--- src/rtl/psum_drain_ctrl.sv ---
// Drains psum vectors from the corelet OFIFO into the psum SRAM at consecutive addresses.
// Optional per-lane ReLU clamp at capture when PSUM_DRAIN_RELU_EN is defined.
module psum_drain_ctrl #(
   parameter int unsigned col     = 8,
   parameter int unsigned psum_bw = 16,
   parameter int unsigned addr_bw = 11
) (
   input  logic                     clk,
   input  logic                     reset,
   input  logic                     start,
   input  logic [addr_bw-1:0]       base_addr,
   input  logic [addr_bw-1:0]       num_vec,
   input  logic                     ofifo_valid,
   output logic                     ofifo_rd,
   input  logic [psum_bw*col-1:0]   psum_in,
   output logic                     sram_cen,
   output logic                     sram_wen,
   output logic [addr_bw-1:0]       sram_addr,
   output logic [psum_bw*col-1:0]   sram_d,
   output logic                     busy,
   output logic                     done
);

   localparam int unsigned CNT_W  = addr_bw + 1;
   localparam int unsigned DATA_W = psum_bw * col;

   typedef enum logic [1:0] {
      IDLE  = 2'd0,
      DRAIN = 2'd1,
      FLUSH = 2'd2,
      DONE  = 2'd3
   } state_t;

   state_t              state;
   state_t              state_nxt;
   logic [addr_bw-1:0]  base_q;
   logic [CNT_W-1:0]    num_q;
   logic [CNT_W-1:0]    rd_cnt;
   logic [CNT_W-1:0]    wr_cnt;
   logic                rd_q;
   logic                job_start_c;
   logic [DATA_W-1:0]   cap_d_c;

   // State register
   always_ff @(posedge clk or negedge reset) begin
      if (!reset) begin
         state <= IDLE;
      end else begin
         state <= state_nxt;
      end
   end

   // Next state and the combinational pop request
   always_comb begin
      state_nxt   = state;
      ofifo_rd    = 1'b0;
      job_start_c = 1'b0;
      unique case (state)
         IDLE: begin
            if (start) begin
               job_start_c = 1'b1;
               state_nxt   = (num_vec == '0) ? DONE : DRAIN;
            end
         end
         DRAIN: begin
            ofifo_rd = ofifo_valid && (rd_cnt < num_q);
            // Leave on the final pop so FLUSH only waits for the two-stage write pipe
            if (ofifo_rd && ((rd_cnt + CNT_W'(1)) == num_q)) begin
               state_nxt = FLUSH;
            end else if (rd_cnt >= num_q) begin
               state_nxt = FLUSH;
            end
         end
         FLUSH: begin
            if ((wr_cnt == num_q) && !rd_q) begin
               state_nxt = DONE;
            end
         end
         DONE: begin
            state_nxt = IDLE;
         end
         default: begin
            state_nxt = IDLE;
         end
      endcase
   end

   // Job parameters, pop/write counters and the pop-valid delay stage
   always_ff @(posedge clk or negedge reset) begin
      if (!reset) begin
         base_q <= '0;
         num_q  <= '0;
         rd_cnt <= '0;
         wr_cnt <= '0;
         rd_q   <= 1'b0;
      end else begin
         rd_q <= ofifo_rd;
         if (job_start_c) begin
            base_q <= base_addr;
            num_q  <= CNT_W'(num_vec);
            rd_cnt <= '0;
            wr_cnt <= '0;
         end else begin
            if (ofifo_rd) begin
               rd_cnt <= rd_cnt + CNT_W'(1);
            end
            if (rd_q) begin
               wr_cnt <= wr_cnt + CNT_W'(1);
            end
         end
      end
   end

   // Capture data, optionally clamping negative lanes to zero
   always_comb begin
      cap_d_c = psum_in;
`ifdef PSUM_DRAIN_RELU_EN
      for (int unsigned l = 0; l < col; l++) begin
         if (psum_in[l*psum_bw + psum_bw - 1]) begin
            cap_d_c[l*psum_bw +: psum_bw] = '0;
         end
      end
`endif
   end

   // SRAM write port; address and data hold between writes
   always_ff @(posedge clk or negedge reset) begin
      if (!reset) begin
         sram_cen  <= 1'b1;
         sram_wen  <= 1'b1;
         sram_addr <= '0;
         sram_d    <= '0;
      end else begin
         sram_cen <= ~rd_q;
         sram_wen <= ~rd_q;
         if (rd_q) begin
            sram_addr <= base_q + wr_cnt[addr_bw-1:0];
            sram_d    <= cap_d_c;
         end
      end
   end

   // Status flags registered from the next state
   always_ff @(posedge clk or negedge reset) begin
      if (!reset) begin
         busy <= 1'b0;
         done <= 1'b0;
      end else begin
         busy <= (state_nxt != IDLE);
         done <= (state_nxt == DONE);
      end
   end

endmodule

--- config.mk ---
export PLATFORM = sky130hd
export DESIGN_NAME = psum_drain_ctrl
export DESIGN_NICKNAME = d
export VERILOG_FILES = /design/src/rtl/psum_drain_ctrl.sv
export SDC_FILE = /design/constraint.sdc
export NUM_CORES = 1
export LEC_CHECK = 0
export CAP_MARGIN = 20
export CORE_MARGIN = 3
export CORE_UTILIZATION = 41
export DETAILED_ROUTE_END_ITERATION = 10
export GPL_TIMING_DRIVEN = 0
export PLACE_DENSITY = 0.77
export SYNTH_ARGS = -nofsm -noshare
export SYNTH_HDL_FRONTEND = slang
export SYNTH_SLANG_ARGS = --single-unit
--- constraint.sdc ---
create_clock -name clk -period 2.2 [get_ports clk]
set_clock_uncertainty 0.1 [all_clocks]
set_input_delay 0.33 -clock clk [delete_from_list [all_inputs] [get_ports clk]]
set_output_delay 0.33 -clock clk [all_outputs]
set_load 0.02 [all_outputs]
# ---- Yosys cells after proc, flatten, opt, wreduce, memory -nomap -nowiden
# Index checks and enable logic that the tools add are counted.
dict set report totals {
  register_bits 191
  inputBits 154
  output_inout_bits 144
  word_cells 45
}
dict set report classes {
  n_addsub 3
  n_lt_le_gt_ge 2
  eq_ne 6
  mux 13
  bitwise 1
  n_reduce_logical 9
}
# operator n
set op_table {}
lappend op_table {{2-to-1 mux 12 bit} 4}
lappend op_table {{adder 12 x 1 -> 12 bit, second input constant} 2}
lappend op_table {{equality test 12 x 11 -> 1 bit} 2}
lappend op_table {{greater-or-equal comparator 12 x 11 -> 1 bit} 1}
lappend op_table {{< comparator 12 x 11 -> 1 bit} 1}
lappend op_table {{adder 11 bit} 1}
lappend op_table {{zero test 11 bit} 1}
lappend op_table {{2-to-1 mux 2 bit} 5}
lappend op_table {{one-hot mux 2 bit (4 select lines)} 1}
lappend op_table {{equality test 2 bit, second input constant} 3}
lappend op_table {{nonzero test 2 bit} 3}
lappend op_table {{logical AND 1 bit} 3}
lappend op_table {{2-to-1 mux 1 bit} 3}
lappend op_table {{equality test 2 x 1 -> 1 bit, second input constant} 1}
lappend op_table {{zero test 2 bit} 1}
lappend op_table {{zero test 1 bit} 1}
lappend op_table {{NOT 1 bit} 1}

# ---- Longest topological paths before layout
# Gate-level depths: netlist of run 1.
dict set report depth {
  word_depth 6
  ltp_mapped 10
  ltp_nobuf 9
}

# ---- Worst setup path after synthesis of run 1
# No wires, ideal clock.
dict set report synth_path {
  path_type {register -> register}
  startpoint {reg rd_cnt[5]}
  endpoint {reg rd_cnt[7]}
  setup_time_ns 0.121
  t_arrival_ns 2.255
  t_required_ns 1.979
  path_slack_ns -0.276
  stages_incl_launch_ff 10
  path_buffers 1
  synth_period_minus_slack_ns 2.476
  cell_sequence {dfrtp_1 ha_1 a21o_1 a21o_1 a2111oi_2 nand4_1 inv_2 buf_4 mux2i_1 a22o_1}
}
dict set report synth_via {
  elab_chain_cells 4
  word_cells_on_any_way 7
  classes_between {add/sub (1); order compare (1); mux (3); reduce/logical (2)}
}
# item line
set synth_rtl {}
lappend synth_rtl {{start, declared} 38} ;# logic [CNT_W-1:0] rd_cnt;
lappend synth_rtl {{start signal, assigned} 105} ;# rd_cnt <= rd_cnt + CNT_W'(1);
lappend synth_rtl {{< comparator 12 x 11 -> 1 bit} 66} ;# ofifo_rd = ofifo_valid && (rd_cnt < num_q);
lappend synth_rtl {{logical AND 1 bit} 66}
lappend synth_rtl {{2-to-1 mux 1 bit} 58} ;# unique case (state)
lappend synth_rtl {{named net ofifo_rd} 14} ;# output logic ofifo_rd,
lappend synth_rtl {{nonzero test 2 bit (no line)} --}
# The timed path passes the listed nets, and every way through them passes these cells. The select of a mux whose other input is x is not followed.
# A chain may end at the register's enable or synchronous reset.

# ---- Worst setup path in the final report of run 1
dict set report layout_path {
  startpoint {reg num_q[5]}
  endpoint {out ofifo_rd}
}
dict set report layout_via {
  elab_chain_cells 3
}
# item line
set layout_rtl {}
lappend layout_rtl {{start, declared} 37} ;# logic [CNT_W-1:0] num_q;
lappend layout_rtl {{start signal, assigned} 100} ;# num_q <= CNT_W'(num_vec);
lappend layout_rtl {{< comparator 12 x 11 -> 1 bit} 66}
lappend layout_rtl {{logical AND 1 bit} 66}
lappend layout_rtl {{2-to-1 mux 1 bit} 58}
lappend layout_rtl {{end, declared} 14}
# No other way between the ends.

==> results of run 1 <==
==> area by class of cell <==
cell class | instances | area [µm²]
fill | 1641 | 7180
sequential | 191 | 4800
multi-input combinational | 443 | 3820
timing repair buffer | 331 | 3290
clock buffer | 18 | 429
tap | 270 | 338
clock inverter | 14 | 191
buffer | 29 | 161
inverter | 24 | 90.1
==> timing repair <==
item,4_1_cts,5_1_grt
cloned,1,0
hold buffers,1,0
pin swaps,12,23
buffers inserted,31,14
hold endpoints to repair,82,0
endpoints found under the setup margin,18,25
resized for setup,47,51
==> worst max-delay path, delay by kind of cell, from the launching register on <==
kind / cells / cell delay (ns)
AO/OA/AOI/OAI: 3 / 0.63
buffers and inverters: 4 / 0.39
AND/OR/NAND/NOR: 1 / 0.18
adder cells (fa/ha/maj): 1 / 0.20
flip-flops: 1 / 0.42
==> cell usage after synthesis, types with 6 or more instances <==
master | instances | area share, %
ha_1 | 23 | 3.4
nor2_1 | 25 | 1.1
nor3_1 | 13 | 0.76
nand2b_1 | 6 | 0.44
xnor2_1 | 17 | 1.7
a21oi_1 | 13 | 0.76
dfrtp_1 | 190 | 56
nand2_1 | 69 | 3.0
clkbuf_1 | 24 | 1.1
inv_1 | 22 | 0.97
nand3_1 | 15 | 0.88
nor4_1 | 6 | 0.44
mux2_2 | 135 | 18
o21ai_0 | 22 | 1.3
and3_1 | 10 | 0.73
xor2_1 | 23 | 2.4
==> where the power goes <==
group	internal (mW)	total [mW]	leakage, nW	switching, mW
clock	1.66	3.23	0.301	1.58
sequential	3.51	3.51	2.52	0
combinational	0.244	0.350	3.07	0.106
total	5.41	7.09	5.90	1.68
==> sequential cells by signal (all words and copies together), names as in the netlist <==
name	cells
sram_addr	11
done	1
wr_cnt	12
busy	1
base_q	11
state	2
sram_wen	1
rd_q	1
num_q	11
sram_d	128
rd_cnt	12
==> routing by layer <==
| metal | part of all wire, % | wire length [µm] | global-route usage, % |
|---|---|---|---|
| met1 | 37 | 9170 | 25.5 |
| met2 | 53 | 13000 | 38.3 |
| met3 | 8.7 | 2140 | 8.27 |
| met4 | 1.2 | 307 | 4.57 |
| met5 | 0 | 0 | 0 |
==> how the worst min path moves through the flow <==
stage	cells past startpoint	endpoint	from	slack, ns
5_1_grt	3	base_q[3]$_DFFE_PN0P_	base_addr[3]	0.31
3_5_place_dp	1	sram_d[66]$_DFFE_PN0P_	reset	0.28
4_1_cts	3	base_q[3]$_DFFE_PN0P_	base_addr[3]	0.31
3_3_place_gp	2	base_q[3]$_DFFE_PN0P_	base_q[3]$_DFFE_PN0P_	0.37
6_report	3	base_q[2]$_DFFE_PN0P_	base_addr[2]	0.32
2_1_floorplan	0	base_q[0]$_DFFE_PN0P_	reset	-0.07
==> stage by stage <==
step,worst slack (ns),std cells
5_1_grt,-0.594,1320
3_5_place_dp,-0.796,1255
6_report,-0.485,1320
4_1_cts,-0.486,1307
2_1_floorplan,-0.0545,687
3_3_place_gp,-8.31,1254
==> cells by family (layout without fill, tap and decap cells) <==
group | count (synthesis) | in the layout | share of synthesized area [%]
flip-flops | 191 | 191 | 56.2
AND/OR/NAND/NOR | 173 | 173 | 10.1
multiplexers | 139 | 139 | 18.3
AO/OA/AOI/OAI | 67 | 67 | 5.25
buffers and inverters | 53 | 416 | 2.47
XOR/XNOR | 40 | 40 | 4.12
adder cells (fa/ha/maj) | 24 | 24 | 3.62
==> out/metrics.yaml, run 1 <==
status: "complete, but fails checks"
failed_checks: "setup timing"
die_y_um: 150
rsz0062_at_grt: "yes"
insertedDiodeCount: 0
ys_seq_area_share_pct: 56.2
stdcell_area_mm2: 0.0131
relSlewSlack_pct: 54.1
critical_path_class: "register to output pin"
first_global_vias: 7083
slew_viol_final: 0
reg2reg_depth: 12
ant_nets: 0
worstPathMaxFanout: 2
ys_async_sr_fraction_pct: 100
ys_warn_count: 0
io_pins: 298
nets: 1215
rrSetupSlack_ns: -0.28
path_clk_slew_ns: 0.07
hold_path_class: "input pin to register"
cts_tree: "yes"
ys_ff_latch: 191
htree_num_levels: 4
min_period_ns: 2.68
fin_tns_setup_ns: -2.49
clk_latency_ns: 0.44
drt_wl_total_um: 24600
peakVddDrop_uv: 480
cp-end-kind: "output pin"
mostFrequentLayoutCells: "clkdlybuf4s50_1 (295), dfrtp_1 (174), mux2_2 (133), nand2_1 (66), buf_4 (29)"
placement.io_buffers: 297
critPathLaunchType: "register"
first_pass_iters: 5
placed_cell_area_mm2: 0.0119
path_cells: "inv_2 -> ha_4 -> a21o_1 -> a21o_1 -> a2111oi_4 -> nand4_1 -> inv_2 -> buf_8 -> buf_6"
endpoint: "ofifo_rd"
hold_viol_final: 0
cts.sinks: 191
synth_edf_count: 0
place_congestion: 0.878
worst_slew_pin_slew_ns: 0.683
yosysUniqueCellTypes: 56
cts_buffers: 17
drcViolationCount: 0
clockBufferDepth: 2
critical_path.max_stage_delay_ns: 0.42
die_width_um: 150
synthCells: 687
maxCapViolCount: 0
dieArea_mm2: 0.0225
fp-row-count: 52
setup_slack_ns: -0.485
layout-area-overhead-vs-synth_pct: 54.1
crit_path_top_delay_cell: "dfrtp_2"
synth_fp_nets: 865
post-dp-hpwl_um: 17800
max_freq_mhz: 372
num_vias: 6665
wl_per_cell_um: 18.6
grt.total_usage_pct: 21.8
rr_endpoint: "rd_cnt[7]$_DFFE_PN0P_"
fin_crit_sh_pct: 122
antenna_found_initial: 0
drt_iter0_drc: 208
worst_ep_arrival_time_ns: 2.25
cts-root-buf: "clkbuf_16"
required_ns: 1.77
start_util_pct: 41.9
utilization_pct: 64.6
total_power_mw: 7.09
r2r-start: "num_q[5]$_DFFE_PN0P_"
grt_max_degree: 110
drive_gt1_share_pct: 26.8
setup_viol: 15
synth_area_per_cell_um2: 12.4
final_common_cell: "clkdlybuf4s50_1"
netlist_area_mm2: 0.00851
power_leakage_nw: 5.90
crit_path_start: "num_q[5]$_DFFE_PN0P_"
synth_top_flop_cell: "dfrtp_1"
via_per_inst: 5.05
grt_pass1_wl_um: 37800
power.density_mw_per_mm2: 541
hold_slack_ns: 0.323
core-area_mm2: 0.0203
grt-ovfl-total: 0
Power figures use the tool's default switching activity.
==> inputs of run 2 (changes only) <==
--- a/config.mk
+++ b/config.mk
@@ -11,6 +11,8 @@
 export DETAILED_ROUTE_END_ITERATION = 10
 export GPL_TIMING_DRIVEN = 0
 export PLACE_DENSITY = 0.77
+export REMOVE_ABC_BUFFERS = 1
+export SKIP_CTS_REPAIR_TIMING = 1
 export SYNTH_ARGS = -nofsm -noshare
 export SYNTH_HDL_FRONTEND = slang
 export SYNTH_SLANG_ARGS = --single-unit
==> out/metrics.yaml, run 2 (synthesis results as in run 1) <==
status: "complete, but fails checks"
failed_checks: "setup timing"
top_layer_used: "met5"
drt_wl_total_um: 25200
fp-row-count: 52
min_to: "base_q[0]$_DFFE_PN0P_"
largest_reg_flops: 128
maxCapViolCount: 0
hold_viol_final: 0
slew_viol_final: 0
wl_per_cell_um: 19.3
multi_input_area_mm2: 0.00378
num_vias: 6673
die_y_um: 150
post-dp-hpwl_um: 17800
worst_slew_pin_slew_ns: 0.818
cts_buffers: 17
regMostFlops: "sram_d"
critical_path.max_stage_delay_ns: 0.46
dieArea_mm2: 0.0225
worst_ep_arrival_time_ns: 2.33
drt_iter0_drc: 393
placement.io_buffers: 297
reg2reg_depth: 13
start_util_pct: 41.9
io_pins: 298
setup_slack_ns: -0.559
pre_cts_ws_ns: -1.47
cts_tree: "yes"
hold_path_class: "input pin to register"
via_per_inst: 5.09
total_power_mw: 6.87
drive_gt1_share_pct: 26.8
power_leakage_nw: 5.88
clk_latency_ns: 0.43
hp-start: "base_addr[0]"
relSlewSlack_pct: 45.4
insertedDiodeCount: 0
setup_viol: 16
critical_path_class: "register to output pin"
final_common_cell: "clkdlybuf4s50_1"
htree_num_levels: 4
peakVddDrop_uv: 510
rrSetupSlack_ns: -0.51
ff_latch_area_mm2: 0.00480
path_cells: "ha_1 -> inv_1 -> nor3_2 -> a2111oi_4 -> nand4_1 -> buf_6 -> clkinv_8 -> buf_8"
place_congestion: 0.902
grt_max_degree: 110
met2WireLength_um: 13000
grt.total_usage_pct: 20.4
crit_path_top_delay_cell: "dfrtp_2"
rr_endpoint: "rd_cnt[3]$_DFFE_PN0P_"
die_width_um: 150
cts-root-buf: "clkbuf_16"
first_global_vias: 6081
met3RoutedLength_um: 1980
cp-end-kind: "output pin"
max_freq_mhz: 362
hold_depth: 3
antenna_found_initial: 3
core-area_mm2: 0.0203
required_ns: 1.77
nets: 1206
critPathLaunchType: "register"
clockBufferDepth: 2
min_period_ns: 2.76
fin_crit_sh_pct: 125
grt_pass1_wl_um: 35000
drt-met1-wl_um: 9720
utilization_pct: 64.4
ant_nets: 0
r2r-start: "rd_cnt[5]$_DFFE_PN0P_"
power.density_mw_per_mm2: 525
layout-area-overhead-vs-synth_pct: 53.7
num-fill-cells: 1532
rsz0062_at_grt: "yes"
mostFrequentLayoutCells: "clkdlybuf4s50_1 (295), dfrtp_1 (177), mux2_2 (134), nand2_1 (68), buf_4 (43)"
fin_tns_setup_ns: -3.80
worstPathMaxFanout: 7
grt-ovfl-total: 0
first_pass_iters: 5
largestRegisters: "sram_d (128), rd_cnt (12), wr_cnt (12)"
drcViolationCount: 0
cts.sinks: 191
path_clk_slew_ns: 0.07
## run 2: worst max-delay path, delay by kind of cell, from the launching register on
family,cells,cell delay (ns)
AOI/OAI and AO/OA,1,0.41
DFF,1,0.46
buffers and inverters,4,0.48
adders and majority gates,1,0.29
and+or+nand+nor,2,0.26
## run 2: area by class of cell
type | count | share of cell area (%)
Clock buffer | 18 | 3.28
Clock inverter | 14 | 1.16
Inverter | 24 | 0.803
Multi-Input combinational cell | 443 | 28.9
Sequential cell | 191 | 36.7
Tap cell | 270 | 2.58
Timing Repair Buffer | 350 | 26.5
Timing Repair inverter | 1 | 0.0669
## run 2: where the power goes
part	switching, mW	internal (mW)
registers	0	3.51
clock network	1.49	1.52
logic	0.108	0.244
## run 2: how the worst max path moves through the flow
stage	startpoint	end	slack (ns)	cells past startpoint
after floorplan	rd_q$_DFF_PN0_	wr_cnt[5]$_DFFE_PN0P_	-3.33	5
after global placement	reset	sram_addr[3]$_DFFE_PN0P_	-7.40	1
after detailed placement	rd_cnt[5]$_DFFE_PN0P_	ofifo_rd	-1.47	7
after CTS	rd_cnt[5]$_DFFE_PN0P_	ofifo_rd	-1.95	7
after global routing	num_q[9]$_DFFE_PN0P_	ofifo_rd	-0.62	9
final	rd_cnt[7]$_DFFE_PN0P_	ofifo_rd	-0.56	8
## run 2: metal layers
metal,vias to the layer above,track usage [%]
li1,3094,-
met1,3278,24.1
met2,253,35.4
met3,42,7.06
met4,6,5.40
met5,-,0
## run 2: per-stage QoR
step	hold slack, ns	instance area, µm²	std cells
after floorplan	-0.0656	8390	658
after global placement	0.365	11700	1225
after detailed placement	0.362	11800	1228
after CTS	-0.106	12400	1260
after global routing	0.329	13100	1311
final	0.336	13100	1311
